===== src/rtl/dram_cmd_sequencer.sv =====
// dram_cmd_sequencer: turns one read/write request at a time into spaced
// ACT/PR/RD(A)/WR(A) pulses, tracks open rows and inserts all-bank refresh.
module dram_cmd_sequencer #(
    parameter int BGWIDTH    = 2,
    parameter int BANKGROUPS = 2**BGWIDTH,
    parameter int BAWIDTH    = 2,
    parameter int ROWWIDTH   = 16,
    parameter int BL         = 8,
    parameter int T_RCD      = 17,
    parameter int T_RP       = 17,
    parameter int T_WR       = 14,
    parameter int T_RFC      = 34,
    parameter int T_REFI     = 10400
) (
    input  logic                clk,
    input  logic                reset_n,
    input  logic                req_valid,
    output logic                req_ready,
    input  logic                req_write,
    input  logic                req_ap,
    input  logic [BGWIDTH-1:0]  req_bg,
    input  logic [BAWIDTH-1:0]  req_ba,
    input  logic [ROWWIDTH-1:0] req_row,
    output logic [BGWIDTH-1:0]  bg,
    output logic [BAWIDTH-1:0]  ba,
    output logic [ROWWIDTH-1:0] row,
    output logic [18:0]         commands,
    output logic                ref_pending
);

    localparam int NBANK = BANKGROUPS * (2**BAWIDTH);
    localparam int IW    = BGWIDTH + BAWIDTH;

    // Longest single wait decides the spacing counter width.
    localparam int W_RD = BL + T_RP;
    localparam int W_WR = T_WR + T_RP;
    localparam int M1   = (W_RD > W_WR) ? W_RD : W_WR;
    localparam int M2   = (T_RFC > M1) ? T_RFC : M1;
    localparam int M3   = (T_RCD > M2) ? T_RCD : M2;
    localparam int CW   = (M3 > 1) ? $clog2(M3) : 1;
    localparam int RW   = (T_REFI > 1) ? $clog2(T_REFI) : 1;

    localparam logic [CW-1:0] L_RCD = CW'(T_RCD - 1);
    localparam logic [CW-1:0] L_RP  = CW'(T_RP - 1);
    localparam logic [CW-1:0] L_WR  = CW'(T_WR - 1);
    localparam logic [CW-1:0] L_BL  = CW'(BL - 1);
    localparam logic [CW-1:0] L_RFC = CW'(T_RFC - 1);
    localparam logic [RW-1:0] L_REFI = RW'(T_REFI - 1);

    // Bit positions inside the commands vector.
    localparam int B_ACT = 18;
    localparam int B_PR  = 7;
    localparam int B_PRA = 6;
    localparam int B_RD  = 5;
    localparam int B_RDA = 4;
    localparam int B_REF = 3;
    localparam int B_WR  = 1;
    localparam int B_WRA = 0;

    // Each waiting state names the command that was just issued.
    typedef enum logic [2:0] {
        S_IDLE,
        S_PRE,
        S_ACT,
        S_COL,
        S_WAIT,
        S_RPRE,
        S_REFR
    } state_t;

    state_t state_q, state_d;
    logic [CW-1:0] cnt_q, cnt_d;

    logic                lat_write;
    logic                lat_ap;
    logic [BGWIDTH-1:0]  lat_bg;
    logic [BAWIDTH-1:0]  lat_ba;
    logic [ROWWIDTH-1:0] lat_row;

    logic [NBANK-1:0]    tbl_valid;
    logic [ROWWIDTH-1:0] tbl_row [NBANK];

    logic [RW-1:0] refc_q;
    logic          refc_wrap;
    logic          ref_clr;
    logic          ref_pending_q, ref_pending_d;

    logic [18:0]         cmd_q, cmd_d;
    logic [BGWIDTH-1:0]  bg_q, bg_d;
    logic [BAWIDTH-1:0]  ba_q, ba_d;
    logic [ROWWIDTH-1:0] row_q, row_d;
    logic                ready_q, ready_d;

    logic [IW-1:0] req_idx;
    logic [IW-1:0] cmd_idx;
    logic          accept;
    logic          req_open;
    logic          req_hit;
    logic          any_open;
    logic          cnt_zero;

    function automatic logic [18:0] col_cmd(input logic w, input logic ap);
        logic [18:0] c;
        c = '0;
        unique case ({w, ap})
            2'b00:   c[B_RD]  = 1'b1;
            2'b01:   c[B_RDA] = 1'b1;
            2'b10:   c[B_WR]  = 1'b1;
            default: c[B_WRA] = 1'b1;
        endcase
        return c;
    endfunction

    function automatic logic [CW-1:0] col_wait(input logic w);
        return w ? L_WR : L_BL;
    endfunction

    assign req_idx  = {req_bg, req_ba};
    assign cmd_idx  = {bg_d, ba_d};
    assign accept   = (state_q == S_IDLE) && !ref_pending_q &&
                      req_valid && ready_q;
    assign req_open = tbl_valid[req_idx];
    assign req_hit  = req_open && (tbl_row[req_idx] == req_row);
    assign any_open = |tbl_valid;
    assign cnt_zero = (cnt_q == '0);

    assign refc_wrap     = (refc_q == L_REFI);
    assign ref_clr       = (state_q == S_REFR) && cnt_zero;
    // A wrap while a refresh is still owed is dropped, not queued.
    assign ref_pending_d = (ref_pending_q && !ref_clr) ||
                           (refc_wrap && !ref_pending_q);

    // State register, spacing counter and latched request.
    always_ff @(posedge clk or negedge reset_n) begin
        if (!reset_n) begin
            state_q   <= S_IDLE;
            cnt_q     <= '0;
            lat_write <= 1'b0;
            lat_ap    <= 1'b0;
            lat_bg    <= '0;
            lat_ba    <= '0;
            lat_row   <= '0;
        end else begin
            state_q <= state_d;
            cnt_q   <= cnt_d;
            if (accept) begin
                lat_write <= req_write;
                lat_ap    <= req_ap;
                lat_bg    <= req_bg;
                lat_ba    <= req_ba;
                lat_row   <= req_row;
            end
        end
    end

    // Next-state and counter reload on every command issue.
    always_comb begin
        state_d = state_q;
        cnt_d   = cnt_zero ? '0 : cnt_q - 1'b1;
        unique case (state_q)
            S_IDLE: begin
                if (ref_pending_q) begin
                    if (any_open) begin
                        state_d = S_RPRE;
                        cnt_d   = L_RP;
                    end else begin
                        state_d = S_REFR;
                        cnt_d   = L_RFC;
                    end
                end else if (accept) begin
                    if (req_hit) begin
                        state_d = S_COL;
                        cnt_d   = col_wait(req_write);
                    end else if (!req_open) begin
                        state_d = S_ACT;
                        cnt_d   = L_RCD;
                    end else begin
                        state_d = S_PRE;
                        cnt_d   = L_RP;
                    end
                end
            end
            S_PRE: begin
                if (cnt_zero) begin
                    state_d = S_ACT;
                    cnt_d   = L_RCD;
                end
            end
            S_ACT: begin
                if (cnt_zero) begin
                    state_d = S_COL;
                    cnt_d   = col_wait(lat_write);
                end
            end
            S_COL: begin
                if (cnt_zero) begin
                    if (lat_ap) begin
                        state_d = S_WAIT;
                        cnt_d   = L_RP;
                    end else begin
                        state_d = S_IDLE;
                    end
                end
            end
            S_WAIT: begin
                if (cnt_zero) state_d = S_IDLE;
            end
            S_RPRE: begin
                if (cnt_zero) begin
                    state_d = S_REFR;
                    cnt_d   = L_RFC;
                end
            end
            S_REFR: begin
                if (cnt_zero) state_d = S_IDLE;
            end
            default: state_d = S_IDLE;
        endcase
    end

    // Command pulse and address for the edge that leaves the current state.
    always_comb begin
        cmd_d   = '0;
        bg_d    = '0;
        ba_d    = '0;
        row_d   = '0;
        ready_d = (state_d == S_IDLE) && !ref_pending_d;
        unique case (state_q)
            S_IDLE: begin
                if (ref_pending_q) begin
                    if (any_open) cmd_d[B_PRA] = 1'b1;
                    else          cmd_d[B_REF] = 1'b1;
                end else if (accept) begin
                    bg_d = req_bg;
                    ba_d = req_ba;
                    if (req_hit) begin
                        cmd_d = col_cmd(req_write, req_ap);
                    end else if (!req_open) begin
                        cmd_d[B_ACT] = 1'b1;
                        row_d        = req_row;
                    end else begin
                        cmd_d[B_PR] = 1'b1;
                    end
                end
            end
            S_PRE: begin
                if (cnt_zero) begin
                    cmd_d[B_ACT] = 1'b1;
                    bg_d         = lat_bg;
                    ba_d         = lat_ba;
                    row_d        = lat_row;
                end
            end
            S_ACT: begin
                if (cnt_zero) begin
                    cmd_d = col_cmd(lat_write, lat_ap);
                    bg_d  = lat_bg;
                    ba_d  = lat_ba;
                end
            end
            S_RPRE: begin
                if (cnt_zero) cmd_d[B_REF] = 1'b1;
            end
            default: ;
        endcase
    end

    // Registered outputs.
    always_ff @(posedge clk or negedge reset_n) begin
        if (!reset_n) begin
            cmd_q   <= '0;
            bg_q    <= '0;
            ba_q    <= '0;
            row_q   <= '0;
            ready_q <= 1'b0;
        end else begin
            cmd_q   <= cmd_d;
            bg_q    <= bg_d;
            ba_q    <= ba_d;
            row_q   <= row_d;
            ready_q <= ready_d;
        end
    end

    // Open-row table follows the commands as they are issued.
    always_ff @(posedge clk or negedge reset_n) begin
        if (!reset_n) begin
            tbl_valid <= '0;
            for (int i = 0; i < NBANK; i++) tbl_row[i] <= '0;
        end else if (cmd_d[B_PRA]) begin
            tbl_valid <= '0;
        end else if (cmd_d[B_ACT]) begin
            tbl_valid[cmd_idx] <= 1'b1;
            tbl_row[cmd_idx]   <= row_d;
        end else if (cmd_d[B_PR] || cmd_d[B_RDA] || cmd_d[B_WRA]) begin
            tbl_valid[cmd_idx] <= 1'b0;
        end
    end

    // Free-running refresh interval counter and sticky refresh request.
    always_ff @(posedge clk or negedge reset_n) begin
        if (!reset_n) begin
            refc_q        <= '0;
            ref_pending_q <= 1'b0;
        end else begin
            refc_q        <= refc_wrap ? '0 : refc_q + 1'b1;
            ref_pending_q <= ref_pending_d;
        end
    end

    assign req_ready   = ready_q;
    assign commands    = cmd_q;
    assign bg          = bg_q;
    assign ba          = ba_q;
    assign row         = row_q;
    assign ref_pending = ref_pending_q;

endmodule


===== config.mk =====
export PLATFORM = sky130hd
export DESIGN_NAME = dram_cmd_sequencer
export DESIGN_NICKNAME = d
export VERILOG_FILES = /design/src/rtl/dram_cmd_sequencer.sv
export SDC_FILE = /design/constraint.sdc
export NUM_CORES = 1
export LEC_CHECK = 0
export BUFFER_PORTS_ARGS = -buffer_cell sky130_fd_sc_hd__buf_4
export CORE_AREA = 2 2 174 176
export DETAILED_ROUTE_END_ITERATION = 8
export DIE_AREA = 0 0 176 178
export PLACE_DENSITY = 0.71
export REMOVE_ABC_BUFFERS = 1
export SLEW_MARGIN = 20
export SYNTH_ARGS = -nofsm -noshare
export SYNTH_HDL_FRONTEND = slang
export SYNTH_SLANG_ARGS = --single-unit

===== constraint.sdc =====
create_clock -name clk -period 3.9 [get_ports clk]
set_clock_uncertainty 0.1 [all_clocks]
set_input_delay 0.39 -clock clk [delete_from_list [all_inputs] [get_ports clk]]
set_output_delay 0.39 -clock clk [all_outputs]
set_load 0.01 [all_outputs]

==> reports/results.tsv <==
stage	metric	value	unit
layout	most frequent cells in the layout	dfrtp_1, nand2_1, o21ai_0, nor2_1, a21oi_1	
timing	Slew HR	43.7	%
layout	layout cell share with drive strength beyond 1	15.4	%
setup_path	startpoint class of the critical path	flop	
setup_path	FF-to-FF path depth	8	
setup_path	CP Max Fanout	8	
power	IR drop worst, VDD	0.325	mV
setup_path	R2R Path End	commands[5]$_DFF_PN0_	
hold_path	Min-Delay Path Depth	3	
timing	Worst Tran Pin Value	0.845	ns
floorplan	starting density of the core	54.1	%
floorplan	num rows	63	
yosys	synth warn	0	
layout	antenna cells	0	
yosys	Synth area leaders	dfrtp_1, nand2_1, mux4_2	
status	status	completed	
power	Pleak	8.52	nW
layout	Layout area overhead	14.0	%
placed_design	Setup Slack @ Placement	0.340	ns
setup_path	critical path depth in cells	8	
clock_tree	CTS root buf	clkbuf_16	
timing	Final Critical Period	3.21	ns
timing	Tcrit/Tclk final	82.3	%
yosys	sequential-to-total area share from yosys stat	54.5	%
hold_path	HP Class	in -> reg	
floorplan	Core ar.	29400	µm²
timing	setup repair after global routing missed its margin	no	
layout	commonest non-fill, non-tap cell in the layout	dfrtp_1	
setup_path	critical path data arrival time	3.55	ns
timing	setup ws final	0.690	ns
yosys	Synth Register Bits	347	
floorplan	die height	178	µm
placed_design	HPWL Detailed	26.4	mm
global_routing	number of global-route vias before repair	11900	
clock_tree	TritonCTS clock tree	built	
clock_tree	CTS resizes	0	
setup_path	worst-path cell with the longest stage delay	or4_4	
global_routing	GRT Total Usage	27.4	%
floorplan	Die W	176	µm
yosys	cell taking the most area after synthesis	dfrtp_1	
route	DR vias/cell	5.91	
clock_tree	Clock Latency Late Sink	0.52	ns
yosys	Netlist cell types	67	
route	Routed WL	41.5	mm
yosys	EDFF count, synth	0	
yosys	share of flip-flops with an asynchronous set or reset	100	%
global_routing	antenna violations before repair	1	
timing	Hold Fails Final Rpt	0	
route	1st-iter DRT viols	1113	
placed_design	placed cell count	1967	
run	MaxCap Viol Count	0	
route	top sig layer	met5	
global_routing	grt ovf	0	
route	Post-DRT Antenna Nets	0	
yosys	synthesized instance count	1569	
clock_tree	CTS H-tree lvls	2	
yosys	Synth Area per Inst	10.1	µm²
clock_tree	CTS buffer count	38	
setup_path	critical path, cell by cell	mux4_1 -> mux2i_1 -> xor2_1 -> nand2_1 -> or4_4 -> a211o_1 -> nor3_4 -> a41o_1	
setup_path	R2R setup slack	0.69	ns
route	Vias	12000	
placed_design	Final GP Congestion	0.868	
yosys	cell area after synthesis	15900	µm²
hold_path	hold path startpoint	req_row[3]	
clock_tree	clock transition at the registers of the reported paths	0.06	ns
route	metal3 WL	3.09	mm
setup_path	Worst Setup End Kind	flop	
timing	final setup violation count	0	
global_routing	first-pass GRT wire length	66.2	mm
floorplan	Die ar.	31300	µm²
global_routing	largest net degree at the start of global routing	105	
route	DRT met1 WL	17.8	mm
setup_path	critical path buffer and inverter count	0	
hold_path	Hold Path End	lat_row[3]$_DFFE_PN0P_	
timing	max-slew violation count	0	
floorplan	total I/O pin count	66	
setup_path	FF-to-FF Start	tbl_row[206]$_DFFE_PN0P_	
timing	Fin Hold WS	0.0152	ns
yosys	Synth top area share	54.5	%
timing	Final TNS setup	0	ns
setup_path	WP data required	4.24	ns
clock_tree	clk sinks	347	
power	Final Power	8.59	mW
timing	top achievable clock speed	0.312	GHz
route	routed len/inst	20.4	µm
yosys	Synth Flop Type	dfrtp_1	
layout	fin cells	2036	
route	drt pass-1 iters	7	
setup_path	Max stage delay on crit path	0.57	ns
route	DRC Markers	0	
layout	nets@finish	1650	
placed_design	Buffers on Ports	54	
setup_path	crit-path leading delay family	simple AND/OR/NAND/NOR gates	
clock_tree	CTS Buffer Depth	3	
power	Power Dens Cells	474	nW/µm²
setup_path	critical path class	reg -> reg	
route	met2 wire length	18.9	mm
-- per-layer routing --
layer / track usage [%] / vias to the layer above
met2: 42.4 / 491
li1: - / 5524
met4: 11.1 / 2
met3: 4.62 / 111
met5: 0 / -
met1: 38.9 / 5900
-- how the worst max path moves through the flow --
| stage | start | end | slack, ns |
|---|---|---|---|
| floorplan | cnt_q[0]$_DFF_PN0_ | tbl_row[176]$_DFFE_PN0P_ | -0.40 |
| global placement | req_ba[1] | commands[5]$_DFF_PN0_ | 0.46 |
| detailed placement | req_ba[1] | commands[5]$_DFF_PN0_ | 0.34 |
| CTS | tbl_row[206]$_DFFE_PN0P_ | commands[5]$_DFF_PN0_ | 0.70 |
| global route | cnt_q[0]$_DFF_PN0_ | tbl_row[161]$_DFFE_PN0P_ | 0.55 |
| finish | tbl_row[206]$_DFFE_PN0P_ | commands[5]$_DFF_PN0_ | 0.69 |
-- cell families after synthesis --
family / synth area share, %
compound gates: 14.6
xor+xnor: 2.48
fa+ha+maj: 0.157
buf+inv: 4.17
flops: 54.5
mux: 10.7
other cells: 0.0236
simple gates: 13.3
-- final cells by class --
| cell class | count | area [µm²] |
|---|---|---|
| Clock inverter | 3 | 18.8 |
| Multi-Input combinational cell | 1084 | 6640 |
| Tap cell | 390 | 488 |
| Sequential cell | 347 | 8680 |
| Inverter | 26 | 97.6 |
| Timing Repair Buffer | 126 | 1090 |
| Fill cell | 2373 | 11300 |
| Clock buffer | 60 | 1120 |
-- state kept, by name (all words and copies together) (netlist names) --
register / cells
ba: 2
bg: 2
cnt_q: 6
commands: 8
lat_ap: 1
lat_ba: 2
lat_bg: 2
lat_row: 16
lat_write: 1
ref_pending: 1
refc_q: 14
req_ready: 1
row: 16
state_q: 3
tbl_row: 256
tbl_valid: 16
-- power by group --
| part | switching (mW) | total, mW | leakage [nW] | internal [mW] |
|---|---|---|---|---|
| clock network | 1.39 | 3.36 | 0.560 | 1.97 |
| logic | 0.694 | 1.19 | 3.22 | 0.495 |
| registers | 0.180 | 4.05 | 4.75 | 3.87 |
-- cells in the mapped netlist, drive strengths merged, types with 2 or more instances --
| master | n |
|---|---|
| dfrtp | 347 |
| nand2 | 257 |
| o21ai | 176 |
| nor2 | 171 |
| a21oi | 136 |
| clkbuf | 86 |
| mux2i | 56 |
| mux4 | 44 |
| buf | 36 |
| a22oi | 27 |
| inv | 25 |
| xor2 | 23 |
| xnor2 | 22 |
| nand3 | 14 |
| nor3 | 14 |
| mux2 | 13 |
| a31oi | 11 |
| a21boi | 10 |
| and3 | 9 |
| o22ai | 9 |
| nor4 | 8 |
| nand4 | 7 |
| nor2b | 7 |
| nand2b | 5 |
| or2 | 5 |
| a221oi | 4 |
| o22a | 4 |
| a21o | 3 |
| a22o | 3 |
| a31o | 3 |
| a41o | 3 |
| a211oi | 2 |
| a2bb2oi | 2 |
| and2 | 2 |
| ha | 2 |
| o211ai | 2 |
| o221ai | 2 |
| or3 | 2 |
-- worst reg2reg max path: stages (launching register included) --
cell and delay (ns):
dfrtp_1 0.38, mux4_1 0.51, mux2i_1 0.18, xor2_1 0.19
nand2_1 0.08, or4_4 0.58, a211o_1 0.45, nor3_4 0.41
a41o_1 0.24
-- what timing repair did --
action | CTS | global route
hold endpoints to repair | 100 | 0
setup endpoints to repair | 0 | 0
buffers inserted | 0 | 0
hold buffers | 2 | 0
-- through the flow --
stage               cell area (µm²)  util, %
floorplan                     15400        -
global placement              16900     57.6
detailed placement            17000     57.7
CTS                           18100     61.6
global route                  18100     61.7
finish                        18100     61.7
Note: power is estimated with default switching activity, not from simulation.
